==> src/rtl/fifo_write_arbiter_pkg.sv <==
// Shared types, default widths and pointer encoding helper for the FIFO write arbiter.
package fifo_write_arbiter_pkg;

   localparam int DATA_WIDTH_DEF = 16;
   localparam int ADDR_WIDTH_DEF = 6;

   typedef enum logic [1:0] {
      IDLE  = 2'd0,
      LOCK0 = 2'd1,
      LOCK1 = 2'd2
   } state_e;

   function automatic logic [31:0] bin2gray(input logic [31:0] bin);
      return bin ^ (bin >> 1);
   endfunction

endpackage

==> src/rtl/sync_2ff.sv <==
// Two-flop synchronizer for a multi-bit Gray-coded value crossing into this clock domain.
module sync_2ff #(
   parameter int WIDTH = 7
) (
   input  logic             clk_i,
   input  logic             rst_i,
   input  logic [WIDTH-1:0] d_i,
   output logic [WIDTH-1:0] q_o
);

   logic [WIDTH-1:0] meta_q;
   logic [WIDTH-1:0] sync_q;

   // NOTE: non-blocking assignments so both stages sample the pre-edge values and form a true two-stage chain.
   always_ff @(posedge clk_i) begin
      if (rst_i) begin
         meta_q <= '0;
         sync_q <= '0;
      end else begin
         meta_q <= d_i;
         sync_q <= meta_q;
      end
   end

   assign q_o = sync_q;

endmodule

==> src/rtl/fifo_write_arbiter.sv <==
// Two-requester packet-locked arbiter feeding the write side of an async FIFO.
module fifo_write_arbiter
   import fifo_write_arbiter_pkg::*;
#(
   parameter int DATA_WIDTH = DATA_WIDTH_DEF,
   parameter int ADDR_WIDTH = ADDR_WIDTH_DEF
) (
   input  logic                  clock_write,
   input  logic                  reset_write,
   input  logic                  req0_valid,
   input  logic [DATA_WIDTH-1:0] req0_data,
   input  logic                  req0_last,
   output logic                  req0_ready,
   input  logic                  req1_valid,
   input  logic [DATA_WIDTH-1:0] req1_data,
   input  logic                  req1_last,
   output logic                  req1_ready,
   input  logic [ADDR_WIDTH:0]   read_pointer_gray,
   output logic [DATA_WIDTH-1:0] write_data,
   output logic [ADDR_WIDTH-1:0] write_address,
   output logic                  write_enable,
   output logic                  full,
   output logic [ADDR_WIDTH:0]   write_pointer_gray,
   output logic [1:0]            grant
);

   localparam int PW = ADDR_WIDTH + 1;

   state_e        state_q, state_d;
   logic          last_served_q, last_served_d;
   logic [PW-1:0] wptr_bin_q, wptr_bin_d;
   logic [PW-1:0] wptr_gray_q, wptr_gray_d;
   logic [PW-1:0] rptr_sync;
   logic          sel_valid, sel_last;

   sync_2ff #(.WIDTH(PW)) u_rptr_sync (
      .clk_i (clock_write),
      .rst_i (reset_write),
      .d_i   (read_pointer_gray),
      .q_o   (rptr_sync)
   );

   // Full when the write pointer has lapped the read pointer by exactly one FIFO depth.
   assign full = (wptr_gray_q == {~rptr_sync[PW-1:PW-2], rptr_sync[PW-3:0]});

   // NOTE: every always_comb output gets a default first so no path leaves it unassigned (no latch).
   always_comb begin
      grant = 2'b00;
      unique case (state_q)
         LOCK0:   grant = 2'b01;
         LOCK1:   grant = 2'b10;
         default: begin
            if (req0_valid && req1_valid) grant = last_served_q ? 2'b01 : 2'b10;
            else                          grant = {req1_valid, req0_valid};
         end
      endcase
   end

   assign req0_ready = grant[0] & ~full;
   assign req1_ready = grant[1] & ~full;

   always_comb begin
      sel_valid  = 1'b0;
      sel_last   = 1'b0;
      write_data = '0;
      if (grant[0]) begin
         sel_valid  = req0_valid;
         sel_last   = req0_last;
         write_data = req0_data;
      end else if (grant[1]) begin
         sel_valid  = req1_valid;
         sel_last   = req1_last;
         write_data = req1_data;
      end
   end

   assign write_enable = sel_valid & ~full;

   always_comb begin
      state_d       = state_q;
      last_served_d = last_served_q;
      if (write_enable) begin
         if (sel_last) begin
            state_d       = IDLE;
            last_served_d = grant[1];
         end else begin
            state_d = grant[1] ? LOCK1 : LOCK0;
         end
      end
   end

   assign wptr_bin_d  = wptr_bin_q + PW'(write_enable);
   assign wptr_gray_d = PW'(bin2gray(32'(wptr_bin_d)));

   always_ff @(posedge clock_write) begin
      if (reset_write) begin
         state_q       <= IDLE;
         last_served_q <= 1'b1;
         wptr_bin_q    <= '0;
         wptr_gray_q   <= '0;
      end else begin
         state_q       <= state_d;
         last_served_q <= last_served_d;
         wptr_bin_q    <= wptr_bin_d;
         wptr_gray_q   <= wptr_gray_d;
      end
   end

   assign write_address      = wptr_bin_q[ADDR_WIDTH-1:0];
   assign write_pointer_gray = wptr_gray_q;

endmodule

==> config.mk <==
export PLATFORM = sky130hd
export DESIGN_NAME = fifo_write_arbiter
export DESIGN_NICKNAME = d
export VERILOG_FILES = /design/src/rtl/fifo_write_arbiter_pkg.sv /design/src/rtl/sync_2ff.sv /design/src/rtl/fifo_write_arbiter.sv
export SDC_FILE = /design/constraint.sdc
export NUM_CORES = 1
export LEC_CHECK = 0
export CAP_MARGIN = 25
export CORE_UTILIZATION = 35
export DETAILED_ROUTE_END_ITERATION = 16
export MAX_ROUTING_LAYER = met4
export PLACE_DENSITY = 0.77
export SLEW_MARGIN = 20
export SYNTH_ARGS = -nofsm -noshare
export SYNTH_HDL_FRONTEND = slang
export SYNTH_SLANG_ARGS = --single-unit
==> constraint.sdc <==
create_clock -name clock_write -period 2.3 [get_ports clock_write]
set_input_delay 0.46 -clock clock_write [delete_from_list [all_inputs] [get_ports clock_write]]
set_output_delay 0.46 -clock clock_write [all_outputs]
set_load 0.005 [all_outputs]
==> results.md <==
Run status:
- The flow ran to the end, but the final reports show violations.
- The checks that failed: setup timing.

Clock network:
- TritonCTS built the clock tree.
- For the worst-skew pair, the clock arrives at the later sink with an insertion delay of roughly 0.28 ns.
- Counting every sink on the clock net gives 30.
- Hold repair after CTS inserted 0 buffers.
- The library cell used as clock root buffer is sky130_fd_sc_hd__clkbuf_8.
- The clock slew at the register clock pins of the worst setup and hold paths is about 0.060 ns.
- The maximum clock path buffer count is 2.
- The maximum level of the CTS H-tree is 2.
- In this run, CTS created clock tree buffers numbering 5.

Drt:
- For this run, the detailed router's first-pass iteration total came to 4.
- The number of remaining DRC errors is 0.
- For this block, the initial DRC count from the detailed router was 29.
- The total wirelength of the detailed-routed design is roughly 4200 um.
- The final route contains 1527 vias.
- The mean number of vias per cell is between 4 and 5.
- The average wire per standard cell is around 13 um.
- The number of nets with antenna violations after routing is 0.

Timing:
- After layout, the worst path uses 103% of the clock period.
- The clock skew after layout is 0.00224 ns.
- The number of pins exceeding their max-slew limit in the final report is 0.
- The number of hold-slack violations in the final timing report was 0.
- The worst pin sits at a relative slew slack of 71.4%.
- Static timing analysis puts the maximum clock frequency at around 0.42 GHz.
- The final worst slack is -0.0800 ns.
- Setup violations remaining at the end of the flow were counted as 12.
- Setup repair after global routing could not meet its margin everywhere.
- At the pin with the least slew margin, the transition time is 0.429 ns.
- The post-layout minimum cycle time is around 2.4 ns.

Logic synthesis:
- During synthesis, Yosys emitted a total of 0 warnings.
- The area of the mapped netlist is between 0.001 and 0.0015 mm^2.
- The synthesized design spends more area on one cell type than any other, namely sky130_fd_sc_hd__dfxtp_1.
- The most used flip-flop cell after synthesis is sky130_fd_sc_hd__dfxtp_1.
- After synthesis, the netlist uses 31 different library cells.
- The net count after synthesis is ~210.
- After synthesis, the cell types taking the most area are sky130_fd_sc_hd__dfxtp_1, sky130_fd_sc_hd__a22o_1, sky130_fd_sc_hd__nor2b_1, sky130_fd_sc_hd__xor2_1, sky130_fd_sc_hd__xnor2_1.
- Of the post-synthesis cell area, the dominant cell type holds 41.0%.
- The register bit total from synthesis is 30.
- The number of enable-type register cells in the synthesized netlist is 0.
- Summing the sequential cell areas from Yosys gives 41.0% of the chip area.
- Each instance of the synthesized netlist takes up on average 9.16 um^2.
- The share of flip-flops with an asynchronous set or reset after synthesis is 0%.
- After technology mapping, the gate count stands at 160.

Floorplan:
- The die is 66.7 um wide.
- The height of the die is around 67 um.
- Row generation in the floorplan step produced 23 rows.
- During I/O placement, the number of pins put on the boundary was 80.
- The total core area is roughly 0.0040 mm^2.
- The area of the die is about 0.0044 mm^2.
- Once the floorplan was initialized, standard cells occupied between 30% and 40% of the core.

Finish:
- Summing all non-filler instances in the final layout gives an area of 0.00268 mm^2.
- The number of fill cells is 319.
- The repair_antennas step left the layout with diodes totalling 0.
- The area growth from synthesis to layout is 83.2%.
- The layout net count is 315.
- The post-layout utilization of the core is roughly two thirds.
- The fraction of final layout cells with drive strength greater than 1 is approximately 31%.

Setup path:
- Data on the critical path is required at its endpoint by roughly 1.8 ns.
- STA puts the critical path data arrival time at 1.92 ns.
- The critical path is of the register to output port type.
- The kind of start point of the critical path is a register.
- The peak fanout along the critical path is 6.
- The worst setup path is captured at an output port.

Min path:
- In this run the worst hold path is classified as register to register.

GRT:
- In the global route stage, overall resource usage came out at between 10% and 20%.
- The number of global-route vias before repair is around 1400.
- The global-route wire length before repair is approximately 6300 um.
- Entering global routing, the biggest net connects 32 pins.
- The remaining global-route overflow is 0.
- The number of antenna violations at the first check in global routing is 0.

Placed design:
- After detailed placement, the total cell area comes to ~0.0024 mm^2.
- During placement, the flow inserted port buffers numbering between 70 and 80.
- The sum of net half-perimeters after detailed placement is between 2000 and 3000 um.
- The global placer's final weighted congestion is about 0.8.

Power:
- The analysis attributes to cell leakage a power of 1.12 nW.
- The maximum VDD drop is 580 uV.
- The cell area power density is approximately 800 mW/mm^2.

Run:
- The number of maximum-capacitance violations is 0.
## metal layers
metal  vias to the layer above  part of all wire, %  GRT usage, %  wire, um
li1                        760                    -             -         -
met1                       695                   38          19.7      1580
met2                        65                   49          32.7      2020
met3                         7                   12          8.73       491
met4                         0                  1.5          7.98        63
met5                         -                    0             -         0
## placed cells by master, fill, tap and decap left out, types with 2 or more instances in the layout
master                            instances
sky130_fd_sc_hd__o21a_1                   3
sky130_fd_sc_hd__nor2_1                  12
sky130_fd_sc_hd__ha_4                     3
sky130_fd_sc_hd__xor2_1                   8
sky130_fd_sc_hd__buf_2                   16
sky130_fd_sc_hd__clkbuf_2                 2
sky130_fd_sc_hd__nand3_1                  5
sky130_fd_sc_hd__dfxtp_2                  4
sky130_fd_sc_hd__clkdlybuf4s50_1         56
sky130_fd_sc_hd__inv_2                    3
sky130_fd_sc_hd__a21oi_1                  4
sky130_fd_sc_hd__buf_4                   14
sky130_fd_sc_hd__xnor2_1                  6
sky130_fd_sc_hd__a22o_1                  16
sky130_fd_sc_hd__mux2i_1                  2
sky130_fd_sc_hd__clkbuf_8                 6
sky130_fd_sc_hd__o21ai_2                  2
sky130_fd_sc_hd__nor2b_1                 20
sky130_fd_sc_hd__or3_1                    3
sky130_fd_sc_hd__nand2_1                  5
sky130_fd_sc_hd__dlygate4sd2_1            5
sky130_fd_sc_hd__dfxtp_1                 25
sky130_fd_sc_hd__buf_6                   15
sky130_fd_sc_hd__o21ai_0                  4
## per-stage QoR
stage	setup TNS [ns]	setup WS [ns]	power (mW)	hold slack [ns]	instances
final	-0.435	-0.0800	2.14	0.434	317
after global routing	-2.14	-0.154	2.28	0.451	317
after CTS	-0.678	-0.129	2.07	0.438	316
after detailed placement	-11.67	-0.549	1.56	0.424	295
after global placement	-11.16	-0.542	1.55	0.420	295
after floorplan	0	0.0246	1.08	0.414	160
## flip-flops by register name, indices dropped and copies added, names as in the netlist
name                count
u_rptr_sync.meta_q      7
u_rptr_sync.q_o         7
wptr_bin_q              7
write_pointer_gray      6
state_q                 2
last_served_q           1
## logic make-up after synthesis
| family | share of synthesized area [%] |
|---|---|
| adder cells (fa/ha/maj) | 3.42 |
| XOR/XNOR | 9.56 |
| AO/OA/AOI/OAI | 20.5 |
| buffers and inverters | 4.01 |
| multiplexers | 1.37 |
| flip-flops | 41.0 |
| AND/OR/NAND/NOR | 20.2 |
## layout make-up
class / instances / area [um^2] / share of cell area (%)
clock buffer: 7 / 86.3 / 3.22
inverter: 5 / 21.3 / 0.793
tap: 50 / 62.6 / 2.33
clock inverter: 1 / 5.00 / 0.186
multi-input combinational: 116 / 931 / 34.7
timing repair buffer: 108 / 968 / 36.1
sequential: 30 / 609 / 22.7
## Yosys cell counts, types with 2 or more instances
cell type	n
sky130_fd_sc_hd__or3_1	3
sky130_fd_sc_hd__mux2i_1	2
sky130_fd_sc_hd__nor2b_1	21
sky130_fd_sc_hd__xnor2_1	7
sky130_fd_sc_hd__dfxtp_1	30
sky130_fd_sc_hd__xor2_1	9
sky130_fd_sc_hd__nand2_1	7
sky130_fd_sc_hd__nand3_1	5
sky130_fd_sc_hd__a22o_1	16
sky130_fd_sc_hd__and3_1	2
sky130_fd_sc_hd__ha_1	4
sky130_fd_sc_hd__nor2_1	12
sky130_fd_sc_hd__o21a_1	3
sky130_fd_sc_hd__clkbuf_1	4
sky130_fd_sc_hd__a21oi_1	6
sky130_fd_sc_hd__inv_1	4
sky130_fd_sc_hd__o21ai_0	7
sky130_fd_sc_hd__buf_2	5
## power by group
group	total [mW]	switching [mW]	internal, mW
combinational	1.07	0.406	0.663
sequential	0.650	0.0684	0.581
clock	0.422	0.182	0.240
## critical path, stage by stage, from the launching register on
cell and delay [ns]:
sky130_fd_sc_hd__dfxtp_4 0.37, sky130_fd_sc_hd__inv_4 0.04, sky130_fd_sc_hd__ha_4 0.30, sky130_fd_sc_hd__nor2b_4 0.05, sky130_fd_sc_hd__a31o_4 0.22, sky130_fd_sc_hd__buf_6 0.13, sky130_fd_sc_hd__buf_6 0.11, sky130_fd_sc_hd__buf_6 0.10
sky130_fd_sc_hd__a22o_1 0.20, sky130_fd_sc_hd__buf_2 0.12
## path summary, 6_finish.rpt
kind	startpoint	to	slack (ns)	cells after the start
worst max-delay path	state_q[0]$_SDFFE_PP0P_	write_data[9]	-0.08	9
worst min-delay path	u_rptr_sync.meta_q[1]$_SDFF_PP0_	u_rptr_sync.q_o[1]$_SDFF_PP0_	0.43	1
worst max register to register	write_pointer_gray[5]$_SDFF_PP0_	write_pointer_gray[3]$_SDFF_PP0_	-0.03	13
worst min register to register	u_rptr_sync.meta_q[1]$_SDFF_PP0_	u_rptr_sync.q_o[1]$_SDFF_PP0_	0.43	1
## timing repair
item,4_1_cts,5_1_grt
pin swaps,16,10
gates resized for setup,97,25
setup buffers,12,1
hold endpoints to repair,0,0
gates cloned,1,0
setup endpoints to repair,31,28
(Power assumes the default switching activity.)
